==> src/rtl/fetch_stage_pkg.sv <==
// Shared fetch-stage constants: widths, the NOP bubble encoding and the default boot address.
package fetch_stage_pkg;

    localparam int INSTR_W = 32;
    localparam int PC_W    = 32;

    // addi x0,x0,0
    localparam logic [INSTR_W-1:0] NOP_INSTR        = 32'h0000_0013;
    localparam logic [PC_W-1:0]    RESET_PC_DEFAULT = 32'h4000_0000;

    function automatic logic [PC_W-1:0] word_align(input logic [PC_W-1:0] addr);
        return {addr[PC_W-1:2], 2'b00};
    endfunction

endpackage

==> src/rtl/fetch_stage_skid_buf.sv <==
// Skid register that parks a fetched word while decode is stalled, so nothing is lost.
module fetch_skid_buf
    import fetch_stage_pkg::*;
(
    input  logic               clk,
    input  logic               rst_n,
    input  logic               capture,
    input  logic               keep,
    input  logic               clear,
    input  logic [INSTR_W-1:0] cap_instr,
    input  logic [PC_W-1:0]    cap_pc,
    output logic               valid,
    output logic [INSTR_W-1:0] instr,
    output logic [PC_W-1:0]    pc
);

    always_ff @(posedge clk or negedge rst_n) begin
        if (!rst_n) begin
            valid <= 1'b0;
            instr <= NOP_INSTR;
            pc    <= '0;
        end else if (clear) begin
            valid <= 1'b0;
        end else if (capture) begin
            valid <= 1'b1;
            instr <= cap_instr;
            pc    <= cap_pc;
        end else if (!keep) begin
            valid <= 1'b0;
        end
    end

endmodule

==> src/rtl/fetch_stage.sv <==
// Instruction-fetch stage: PC sequencing, 1-cycle imem handshake, stall skid and redirect squash.
// Optional per-cycle statistics counters are built when FETCH_STATS_EN is defined.
module fetch_stage
    import fetch_stage_pkg::*;
#(
    parameter logic [PC_W-1:0] RESET_PC = RESET_PC_DEFAULT
) (
    input  logic               clk,
    input  logic               rst_n,
    input  logic               stall,
    input  logic               redirect_valid,
    input  logic [PC_W-1:0]    redirect_pc,
    output logic               imem_en,
    output logic [PC_W-1:0]    imem_addr,
    input  logic [INSTR_W-1:0] imem_rdata,
    output logic [INSTR_W-1:0] if_instr,
    output logic [PC_W-1:0]    if_pc,
    output logic               if_valid
`ifdef FETCH_STATS_EN
    ,
    output logic [31:0]        stat_fetched,
    output logic [31:0]        stat_bubbles
`endif
);

    logic [PC_W-1:0]    pc_next;
    logic               req_valid;
    logic [PC_W-1:0]    req_pc;
    logic               hold_valid;
    logic [INSTR_W-1:0] hold_instr;
    logic [PC_W-1:0]    hold_pc;

    logic               issue;
    logic [PC_W-1:0]    issue_addr;
    logic               cand_valid;
    logic [INSTR_W-1:0] cand_instr;
    logic [PC_W-1:0]    cand_pc;
    logic               skid_capture;
    logic               skid_keep;
    logic               skid_clear;

    // A redirect always issues, even under stall.
    assign issue      = redirect_valid | ~stall;
    assign issue_addr = redirect_valid ? word_align(redirect_pc) : pc_next;

    // Gate with rst_n so no request leaks out while reset is held.
    assign imem_en   = rst_n & issue;
    assign imem_addr = issue_addr;

    assign cand_valid = hold_valid | req_valid;
    assign cand_instr = hold_valid ? hold_instr : imem_rdata;
    assign cand_pc    = hold_valid ? hold_pc    : req_pc;

    assign if_valid = cand_valid & ~redirect_valid;
    assign if_instr = if_valid ? cand_instr : NOP_INSTR;
    assign if_pc    = if_valid ? cand_pc    : '0;

    always_ff @(posedge clk or negedge rst_n) begin
        if (!rst_n) begin
            pc_next   <= RESET_PC;
            req_valid <= 1'b0;
            req_pc    <= '0;
        end else if (issue) begin
            req_valid <= 1'b1;
            req_pc    <= issue_addr;
            pc_next   <= issue_addr + 32'd4;
        end else begin
            req_valid <= 1'b0;
        end
    end

    assign skid_clear   = issue;
    assign skid_capture = ~issue & req_valid;
    assign skid_keep    = ~issue & hold_valid;

    fetch_skid_buf u_skid (
        .clk       (clk),
        .rst_n     (rst_n),
        .capture   (skid_capture),
        .keep      (skid_keep),
        .clear     (skid_clear),
        .cap_instr (imem_rdata),
        .cap_pc    (req_pc),
        .valid     (hold_valid),
        .instr     (hold_instr),
        .pc        (hold_pc)
    );

    // An outstanding request and a parked word must never coexist.
    always_ff @(posedge clk) begin
        if (rst_n) begin
            assert (!(req_valid && hold_valid));
        end
    end

`ifdef FETCH_STATS_EN
    always_ff @(posedge clk or negedge rst_n) begin
        if (!rst_n) begin
            stat_fetched <= '0;
            stat_bubbles <= '0;
        end else begin
            if (if_valid && !stall) begin
                stat_fetched <= stat_fetched + 32'd1;
            end
            if (!if_valid) begin
                stat_bubbles <= stat_bubbles + 32'd1;
            end
        end
    end
`endif

endmodule

==> config.mk <==
export PLATFORM = sky130hd
export DESIGN_NAME = fetch_stage
export DESIGN_NICKNAME = d
export VERILOG_FILES = /design/src/rtl/fetch_stage_pkg.sv /design/src/rtl/fetch_stage_skid_buf.sv /design/src/rtl/fetch_stage.sv
export SDC_FILE = /design/constraint.sdc
export NUM_CORES = 1
export LEC_CHECK = 0
export BUFFER_PORTS_ARGS = -buffer_cell sky130_fd_sc_hd__buf_2
export CAP_MARGIN = 20
export CORE_MARGIN = 2
export CORE_UTILIZATION = 49
export DETAILED_ROUTE_END_ITERATION = 10
export PLACE_DENSITY = 0.77
export SYNTH_ARGS = -nofsm -noshare
export SYNTH_HDL_FRONTEND = slang
export SYNTH_SLANG_ARGS = --single-unit
==> constraint.sdc <==
create_clock -name clk -period 2.05 [get_ports clk]
set_clock_uncertainty 0.15 [all_clocks]
set_input_delay 0.205 -clock clk [delete_from_list [all_inputs] [get_ports clk]]
set_output_delay 0.205 -clock clk [all_outputs]
set_load 0.01 [all_outputs]
==> results of run 1 <==
-- sequential cells by signal, indices dropped and copies added, names as in the netlist --
register      cells
pc_next          32
req_pc           30
req_valid         1
u_skid.instr     32
u_skid.pc        32
u_skid.valid      1
-- cell usage after synthesis, types with 3 or more instances --
library cell    n
a21oi_1        43
a222oi_1        3
a31oi_1         6
and3_1          4
and4_1          3
buf_1           5
buf_2           4
clkbuf_1       31
dfrtp_1       124
dfstp_2         4
inv_1          24
mux2_2         74
mux2i_1        86
nand2_1        31
nand3_1        16
nand3b_1        5
nand4_1        14
nand4b_1        4
nor2_1        117
nor2b_1         5
nor4_1          5
o21ai_0         7
o31a_1          3
o31ai_1        10
xnor2_1        14
-- final cells by class --
| cell class | count | area [um^2] | share of cell area (%) |
|---|---|---|---|
| well taps | 180 | 225.2 | 2.325 |
| multi-input cells | 474 | 3638 | 37.56 |
| inverters | 24 | 92.59 | 0.9557 |
| repair buffers | 273 | 1973 | 20.37 |
| clock buffers | 26 | 489.2 | 5.050 |
| clock inverters | 6 | 57.56 | 0.5941 |
| flip-flops and latches | 128 | 3212 | 33.15 |
-- critical path, delay by kind of cell (launching register included) --
kind	cells	cell delay (ns)
buffers and inverters	3	0.50
flip-flops	1	0.47
multiplexers	1	0.29
AND/OR/NAND/NOR	1	0.06
-- kinds of logic after synthesis --
| kind of cell | share of synthesized area (%) |
|---|---|
| buffers and inverters | 4.084 |
| multiplexers | 24.80 |
| XOR/XNOR | 2.051 |
| AND/OR/NAND/NOR | 14.52 |
| flip-flops | 46.96 |
| adder cells (fa/ha/maj) | 0.1831 |
| AO/OA/AOI/OAI | 7.399 |
-- through the flow --
step	setup WS (ns)	cells	area (um^2)	utilization [%]	hold slack [ns]
6_report	-0.04385	1111	9688	70.34	0.01124
5_1_grt	-0.09759	1111	9688	70.34	0.02991
4_1_cts	-0.03418	1104	9404	68.28	0.001924
3_5_place_dp	-0.1574	1034	8453	61.37	0.2823
3_3_place_gp	-0.1057	1034	8453	61.37	0.2723
2_1_floorplan	-0.4617	668	7101	-	-0.2406
-- power by group --
group          total, uW  leakage (uW)  switching (uW)  internal, uW
clock network       2800      0.000268            1050          1750
registers           3310       0.00149             306          3000
logic               1980       0.00269             989           994
total               8090       0.00444            2340          5750
-- path summary, 6_finish.rpt --
path,from,end,slack [ns],cells after the start
max,u_skid.valid,if_instr[18],-0.04,5
min,redirect_pc[18],req_pc[18],0.01,3
max reg2reg,pc_next[9],pc_next[31],0.08,6
min reg2reg,pc_next[29],pc_next[29],0.33,2
max in group asynchronous,rst_n,u_skid.valid,0.84,3
min in group asynchronous,rst_n,u_skid.instr[8],0.34,3
-- cells in the final DEF, fill, tap and decap left out, types with 29 or more instances in the layout --
master,synthesis,layout
nor2_2,0,55
mux2_2,74,72
dlygate4sd3_1,0,34
nand2_1,31,29
buf_2,4,155
buf_4,1,62
dfrtp_1,124,123
mux2i_1,86,81
nor2_1,117,58
a21oi_1,43,43
-- routing by layer --
layer | up-vias | global-route usage (%)
li1 | 2856 | -
met1 | 2950 | 33.79
met2 | 210 | 40.43
met3 | 35 | 6.180
met4 | 0 | 7.974
met5 | - | 0
-- timing repair --
action / CTS / global route
cloned: 2 / 6
buffers inserted: 2 / 1
pin swaps: 1 / 8
resized for setup: 4 / 32
endpoints found under the setup margin: 65 / 73
hold buffers: 34 / 0
hold endpoints to repair: 157 / 0
==> results by group, run 1 <==
Logic synthesis
  – Yosys top cell by area: dfrtp_1
  – Ys async rst share: 100.0%
  – Yosys reg bits: 128
  – Mapped Nets: 737
  – Syn avg cell area: between 10 and 15 um^2
  – Number of library cell types mapped by synthesis: 44
  – EDFF count, synth: 0
  – Main area contributors after synthesis: dfrtp_1, mux2i_1, mux2_2
  – Netlist Area Pre-Place: 6832 um^2
  – Share of the yosys chip area belonging to registers: between 40% and 50%
  – Post-synth top flop: dfrtp_1
  – Syn. warnings: 0
  – Cells after Synth: 668
  – Yosys top cell area share: 45.42%

STA
  – Fin crit period: 2.094 ns
  – Actual slew at the worst max-slew pin: 0.7066 ns
  – Max Clock Freq: 477.6 MHz
  – Final hold vios: 0
  – Worst Setup Slack, final: -0.04385 ns
  – Setup TNS Final: -0.4472 ns
  – # setup viols final: 35
  – Worst relative slew slack: ~53%
  – Final slew viol count: 0
  – RSZ-0062 raised after global routing: true
  – Period utilization: 102.1%

Global route
  – First-pass GRT wire length: 29.00 mm
  – Initial antenna violation count: 0
  – Global route overflow: 0
  – GRT Util Overall: 25.20%
  – Vias in the first global route: 5789
  – Largest net degree at the start of global routing: 129

Finish
  – Area delta synth->final: 41.81%
  – Fin nets: around 990
  – Fillers: 1012
  – Share of layout cells above drive strength 1: a little under half
  – N_diodes: 0

Worst setup path
  – Startpoint Class: flip-flop
  – Critical Path End Type: output port
  – CP required: 1.69 ns
  – Slowest stage delay, CP: 0.47 ns
  – Crit-path cells: buf_4 > buf_16 > mux2i_1 > nor2_2 > buf_2
  – Critical-path maximum fanout: 8
  – Critical-path top delay cell: dfrtp_4
  – Worst Path Arrival: around 1.7 ns
  – Worst Setup Path Type: reg -> out

Clocking
  – CTS Buf Count: 17
  – Clk sinks: roughly 130
  – Clk_lat worst skew: about 0.42 ns
  – H-tree depth: 4
  – Clock Pin Slew Worst Setup and Hold Paths: about 0.050 ns
  – CTS tree: done
  – Clk buf depth: 2
  – Clock Tree Root: clkbuf_16

Floorplan
  – # rows: 43
  – Core Area: 13770 um^2
  – Ports: 166
  – Starting density of the core: 49.60%
  – Die span in y: 122.1 um
  – Full die area: 14900 um^2
  – Die X: 122.1 um

Routing
  – Iter 0 DRT Violations: 402
  – Met1 WL: between 8 and 9 mm
  – Residual DRC: 0
  – WL/cell: 17.76 um
  – Max Used Layer: met4
  – Routed Antenna Nets: 0
  – Vias post-DR: 6051
  – Drt total wl: 19.73 mm
  – DR WL met3: 1.252 mm
  – Vias per Instance: 5.446
  – Detailed Routing Iterations Pass 1: 5
  – WL met2: 9.410 mm

Place
  – Hpwl dp: ~12 mm
  – IO Port Bufs: 163
  – Final GP Congestion: roughly 0.91

Power and ir drop
  – PwrDens: 834.9 nW/um^2
  – Peak supply drop: around 0.63 mV
  – Power, Total: 8088 uW
  – Lkg Pwr: about 0.0044 uW

Flow run
  – Max_cap viols: 0

Outcome
  – Violations in the final reports: setup timing
  – Status: finished, violations left

Min path
  – Hold crit path type: in -> reg
No activity file was read; power rests on OpenSTA's default activity.
==> inputs of run 2 (changes only) <==
Settings changed: CELL_PAD_IN_SITES_DETAIL_PLACEMENT set to 1, CELL_PAD_IN_SITES_GLOBAL_PLACEMENT set to 2, CORE_UTILIZATION 49 to 31, PLACE_DENSITY 0.77 to 0.76, SLEW_MARGIN set to 10, SYNTH_HIERARCHICAL set to 1.
==> results by group, run 2 <==
STA
  – Period utilization: 99.32% (-2.8 points)
  – Fin crit period: 2.036 ns (-0.05782 ns)
  – Final slew viol count: 0 (unchanged)
  – Worst relative slew slack: 63.72% (+11 points)
  – Hold WS: 0.07370 ns (+0.06246 ns)
  – Max Clock Freq: 491.2 MHz (+2.8%)
  – Actual slew at the worst max-slew pin: 0.5443 ns (-0.1623 ns)
  – Final hold vios: 0 (unchanged)
  – RSZ-0062 raised after global routing: true
  – Worst Setup Slack, final: 0.01398 ns (+0.05782 ns)
  – # setup viols final: 0 (-100%)

Min path
  – Hold crit path type: in -> reg
  – Hold Path End: pc_next[0]
  – Hold path startpoint: redirect_valid
  – Cell count of the worst hold path: 3 (unchanged)

Logic synthesis
  – Number of library cell types mapped by synthesis: 56 (+27%)
  – Mapped Nets: 752 (+2.0%)
  – Yosys top cell area share: 41.91% (-3.5 points)
  – Yosys top cell by area: dfrtp_1
  – Main area contributors after synthesis: dfrtp_1, mux2_4, mux2i_1
  – Syn avg cell area: 10.84 um^2 (+6.0%)
  – Post-synth top flop: dfrtp_1
  – Syn. warnings: 6 (+6)
  – Ys async rst share: 100.0% (unchanged)
  – Count leader, synth: dfrtp_1
  – EDFF count, synth: 0 (unchanged)
  – Netlist Area Pre-Place: 7405 um^2 (+8.4%)
  – Share of the yosys chip area belonging to registers: 43.33% (-3.6 points)
  – Yosys reg bits: 128 (unchanged)
  – Cells after Synth: 683 (+2.2%)
  – Post-synth top cells: dfrtp_1, nor2_1, mux2i_1

Place
  – Final GP Congestion: 0.8529 (-6.6%)
  – Hpwl dp: 16.02 mm (+32%)
  – Place WS: -0.1480 ns (+0.009352 ns)
  – IO Port Bufs: 163 (unchanged)

Worst setup path
  – Critical-path top delay cell: dfrtp_4
  – Slowest stage delay, CP: 0.46 ns (about the same)
  – FF-to-FF path depth: 5 (-1)
  – CP required: 1.69 ns (about the same)
  – Worst Setup Path Type: reg -> out
  – Crit-path cells: nor2_2 > or2_4 > buf_12 > nor2_1 > buf_2
  – Family with the most delay on the worst path: flip-flops
  – FF-to-FF Start: pc_next[4]
  – Startpoint Class: flip-flop
  – R2R setup slack: 0.06 ns (-0.02 ns)
  – Critical-path maximum fanout: 29 (+21)
  – Crit path buf inv count: 2 (-1)
  – Critical Path End Type: output port
  – Worst Path Arrival: 1.68 ns (-0.06 ns)
  – Worst R2R End: pc_next[27]

Global route
  – First-pass GRT wire length: 36.00 mm (+24%)
  – Global route overflow: 0 (unchanged)
  – M1 GR Usage: 25.96% (-7.8 points)
  – Largest net degree at the start of global routing: 90 (-30%)
  – Initial antenna violation count: 0 (unchanged)
  – Vias in the first global route: 6535 (+13%)
  – Top Usage Layer GRT: met2
  – GRT Util Overall: 18.57% (-6.6 points)
  – Global-route met3 utilization: 3.457% (-2.7 points)
  – Met2 Resource Use GR: 30.08% (-10 points)

Routing
  – Iter 0 DRT Violations: 281 (-30%)
  – Vias post-DR: 6095 (+0.73%)
  – Drt total wl: 23.26 mm (+18%)
  – WL/cell: 18.17 um (+2.3%)
  – Routed Antenna Nets: 0 (unchanged)
  – Residual DRC: 0 (unchanged)
  – Detailed Routing Iterations Pass 1: 4 (-1)
  – Vias per Instance: 4.762 (-13%)

Floorplan
  – Die span in y: 158.6 um (+30%)
  – Full die area: 25140 um^2 (+69%)
  – Die X: 158.6 um (+30%)
  – Starting density of the core: 31.55% (-18 points)
  – # rows: 56 (+30%)
  – Core Area: 23470 um^2 (+70%)
  – Ports: 166 (unchanged)

Finish
  – N_diodes: 0 (unchanged)
  – Share of layout cells above drive strength 1: 43.08% (-3.0 points)
  – Fin nets: 1017 (+3.0%)
  – Leading cell type in the layout, fill and taps excluded: buf_2
  – Area delta synth->final: 38.83%
  – Final Core Density: 43.80% (-27 points)
  – Fillers: 2638 (+160%)
  – Regs by FF count: pc_next x32, u_skid/instr x32, u_skid/pc x32
  – Most frequent cells in the layout: buf_2, dfrtp_1, nor2_1, mux2i_1, buf_4

Clocking
  – CTS Buf Count: 17 (unchanged)
  – Clk sinks: 128 (unchanged)
  – Clock Pin Slew Worst Setup and Hold Paths: 0.06 ns (about the same)
  – Clock Tree Root: clkbuf_16
  – CTS tree: done
  – Clk_lat worst skew: 0.41 ns (about the same)
  – H-tree depth: 4 (unchanged)
  – Clk buf depth: 2 (unchanged)

Power and ir drop
  – Peak supply drop: 0.5014 mV (-20%)
  – Power, Total: 8482 uW (+4.9%)
  – Lkg Pwr: 0.004758 uW (+7.1%)
  – PwrDens: 825.1 nW/um^2 (-1.2%)

Flow run
  – Max_cap viols: 0 (unchanged)

Outcome
  – Status: complete, no violations
[run 2: cell types whose count changed after synthesis, moves of 6 or more]
| cell | delta |
|---|---|
| mux2_2 | -61 |
| a21oi_1 | -6 |
| o31ai_1 | -8 |
| buf_12 | +8 |
| mux2_4 | +60 |
| clkbuf_1 | -7 |
| o21a_1 | +7 |
[run 2: power by group]
part,internal [uW],switching [uW]
sequential,3060,396
clock,1730,1170
combinational,1170,959
[run 2: per-layer routing]
layer  up-vias  wire, um  share of wire, %
li1       2923         -                 -
met1      3019     11400                49
met2       140     10770                46
met3        13       897               3.9
met4         0       195              0.84
met5         -         0                 0
[run 2: through the flow]
stage,setup TNS [ns],instances,area [um^2]
floorplan,-2.107,683,7462
global placement,-1.089,1209,9139
detailed placement,-3.014,1209,9139
CTS,-0.004921,1276,10120
global route,-1.493,1280,10280
finish,0,1280,10280
[run 2: worst max-delay path by stage]
stage | endpoint | depth (start not counted) | startpoint | slack (ns)
after floorplan | pc_next[30] | 12 | redirect_valid | -0.27
after global placement | pc_next[27] | 7 | redirect_valid | -0.12
after detailed placement | pc_next[27] | 7 | redirect_valid | -0.15
after CTS | if_pc[13] | 5 | u_skid/valid | -0.004
after global routing | if_instr[19] | 5 | u_skid/valid | -0.06
final | if_instr[24] | 5 | u_skid/valid | 0.01
[run 2: layout make-up]
type	count	area [um^2]	area share, %
sequential	128	3212	31.24
inverter	25	101.3	0.9859
tap	319	399.1	3.883
timing repair buffer	289	2107	20.50
multi-input combinational	487	3892	37.86
clock buffer	19	452.9	4.406
clock inverter	13	115.1	1.120
[run 2: logic make-up (layout without fill, tap and decap cells)]
kind of cell	after synthesis	in the layout	share of synthesized area (%)
flip-flops	128	128	43.33
AND/OR/NAND/NOR	231	231	15.63
buffers and inverters	68	346	5.728
multiplexers	162	162	26.17
adder cells (fa/ha/maj)	1	1	0.1689
XOR/XNOR	16	16	1.893
AO/OA/AOI/OAI	77	77	7.080
[run 2: worst reg2reg max path, cell delays in order, from the launching register on]
cell and delay [ns]:
dfrtp_1 0.41, nand4b_1 0.23, a211oi_2 0.39, nand3_2 0.15
or4_1 0.42, o221a_2 0.13
[run 2: what timing repair did]
action / in CTS / in global routing
setup buffers: 1 / 3
pin swaps: 0 / 10
hold endpoints to repair: 156 / 0
hold buffers: 33 / 0
cloned: 1 / 2
gates resized for setup: 16 / 31
setup endpoints to repair: 55 / 63
==> inputs of run 3 (changes only) <==
Settings changed: PLACE_DENSITY 0.76 to unset, PLACE_DENSITY_LB_ADDON set to 0.1.
==> results by group, run 3 (synthesis gave the netlist of run 2 again) <==
Outcome
  – Violations in the final reports: setup timing
  – Status: finished, violations left

Global route
  – First-pass GRT wire length: 36.20 mm (+0.54%)
  – GRT Util Overall: 18.71% (+0.14 points)
  – Vias in the first global route: 6546 (+0.17%)
  – Global route overflow: 0 (unchanged)
  – Initial antenna violation count: 0 (unchanged)
  – Largest net degree at the start of global routing: 85 (-5.6%)

Min path
  – Hold path startpoint: redirect_pc[15]
  – Cell count of the worst hold path: 3 (unchanged)
  – Hold crit path type: in -> reg
  – Hold Path End: req_pc[15]

Worst setup path
  – Critical-path maximum fanout: 15 (-48%)
  – Crit-path cells: nor2_2 > or2_4 > clkbuf_16 > nor2_1 > buf_2
  – Worst Path Arrival: 1.70 ns (+0.02 ns)
  – Worst R2R End: pc_next[30]
  – FF-to-FF Start: pc_next[2]
  – Slowest stage delay, CP: 0.44 ns (-0.02 ns)
  – Startpoint Class: flip-flop
  – CP required: 1.69 ns (about the same)
  – Critical-path top delay cell: dfrtp_4
  – FF-to-FF path depth: 8 (+3)
  – R2R setup slack: 0.12 ns (+0.06 ns)
  – Worst Setup Path Type: reg -> out
  – Critical Path End Type: output port

Routing
  – Routed Antenna Nets: 0 (unchanged)
  – Vias post-DR: 6191 (+1.6%)
  – Iter 0 DRT Violations: 321 (+14%)
  – Residual DRC: 0 (unchanged)
  – Detailed Routing Iterations Pass 1: 4 (unchanged)
  – WL/cell: 18.72 um (+3.0%)
  – Vias per Instance: 4.848 (+1.8%)
  – Drt total wl: 23.90 mm (+2.8%)

Finish
  – Fillers: 2599 (-1.5%)
  – Share of layout cells above drive strength 1: 44.68% (+1.6 points)
  – Footprint of the multi-input gates: 4048 um^2 (+4.0%)
  – Register area: 3212 um^2 (unchanged)
  – Most frequent cells in the layout: buf_2, dfrtp_1, nor2_1, mux2i_1, buf_4
  – Final Core Density: 44.58% (+0.79 points)
  – Regs by FF count: pc_next x32, u_skid/instr x32, u_skid/pc x32
  – Leading cell type in the layout, fill and taps excluded: buf_2
  – N_diodes: 0 (unchanged)
  – Fin nets: 1014 (-0.29%)
  – Area delta synth->final: 41.33%

Clocking
  – Clk buf depth: 2 (unchanged)
  – Clk sinks: 128 (unchanged)
  – CTS Buf Count: 17 (unchanged)
  – Clock Pin Slew Worst Setup and Hold Paths: 0.06 ns (about the same)
  – Clock Tree Root: clkbuf_16
  – H-tree depth: 4 (unchanged)
  – CTS tree: done
  – Clk_lat worst skew: 0.42 ns (about the same)

Power and ir drop
  – PwrDens: 817.6 nW/um^2 (-0.90%)
  – Peak supply drop: 0.4161 mV (-17%)
  – Lkg Pwr: 0.004791 uW (+0.68%)

Flow run
  – Max_cap viols: 0 (unchanged)

Floorplan
  – Core Area: 23470 um^2 (unchanged)
  – Die X: 158.6 um (unchanged)
  – # rows: 56 (unchanged)
  – Starting density of the core: 31.55% (unchanged)
  – Ports: 166 (unchanged)
  – Full die area: 25140 um^2 (unchanged)
  – Die span in y: 158.6 um (unchanged)

STA
  – Worst relative slew slack: 67.37% (+3.7 points)
  – # setup viols final: 1 (+1)
  – Worst Setup Slack, final: -0.004656 ns (-0.01863 ns)
  – Hold WS: 0.07538 ns (+0.001671 ns)
  – Max Clock Freq: 486.7 MHz (-0.91%)
  – RSZ-0062 raised after global routing: true
  – Fin crit period: 2.055 ns (+0.01863 ns)
  – Final slew viol count: 0 (unchanged)
  – Final hold vios: 0 (unchanged)
  – Actual slew at the worst max-slew pin: 0.4759 ns (-0.06839 ns)
  – Period utilization: 100.2% (+0.91 points)

Place
  – IO Port Bufs: 163 (unchanged)
  – Hpwl dp: 15.79 mm (-1.4%)
  – Final GP Congestion: 0.8299 (-2.7%)
[run 3: worst max-delay path by stage]
stage,from,slack (ns),to
detailed placement,redirect_valid,-0.19,pc_next[20]
global route,u_skid/valid,-0.07,if_pc[16]
CTS,u_skid/valid,-0.05,if_pc[31]
finish,u_skid/valid,-0.005,if_instr[27]
global placement,redirect_valid,-0.14,pc_next[27]
floorplan,redirect_valid,-0.27,pc_next[30]
[run 3: power breakdown]
part / switching, uW / leakage, uW / internal, uW
clock: 1210 / 0.000265 / 1700
sequential: 411 / 0.00151 / 3060
combinational: 983 / 0.00302 / 1200
[run 3: area by class of cell]
| type | count | share of cell area (%) |
|---|---|---|
| clock buffer | 19 | 4.232 |
| sequential | 128 | 30.69 |
| timing repair buffer | 286 | 20.49 |
| clock inverter | 13 | 1.100 |
| tap | 319 | 3.814 |
| multi-input combinational | 487 | 38.68 |
| inverter | 25 | 0.9924 |
[run 3: worst max-delay path: cells and delay by family, from the launching register on]
kind / cells / cell delay, ns
and+or+nand+nor: 3 / 0.48
buffers and inverters: 2 / 0.36
DFF: 1 / 0.44
[run 3: timing repair]
item                       in CTS  in global routing
setup endpoints to repair      64                 75
hold buffers                   33                  0
resized for setup              13                 70
hold endpoints to repair      156                  0
buffers inserted                0                  5
pin swaps                       0                  8
gates cloned                    1                  7
[run 3: per-stage QoR]
step                        TNS, ns  total power [uW]  area, um^2  cells  worst slack [ns]
after floorplan              -2.107              4646        7462    683           -0.2655
after global placement       -6.618              5381        9026   1199           -0.1363
after detailed placement     -11.28              5458        9026   1199           -0.1895
after CTS                   -0.1065              8508        9971   1265          -0.04593
after global routing         -2.680              9058       10470   1277          -0.07195
final                     -0.004656              8557       10470   1277         -0.004656
[run 3: per-layer routing]
| metal | GRT usage [%] | up-vias | wire length (um) |
|---|---|---|---|
| met5 | 0 | - | 0 |
| met4 | 4.204 | 0 | 194 |
| met3 | 3.811 | 14 | 1038 |
| met2 | 29.73 | 152 | 11110 |
| met1 | 26.27 | 3107 | 11560 |
| li1 | - | 2918 | - |
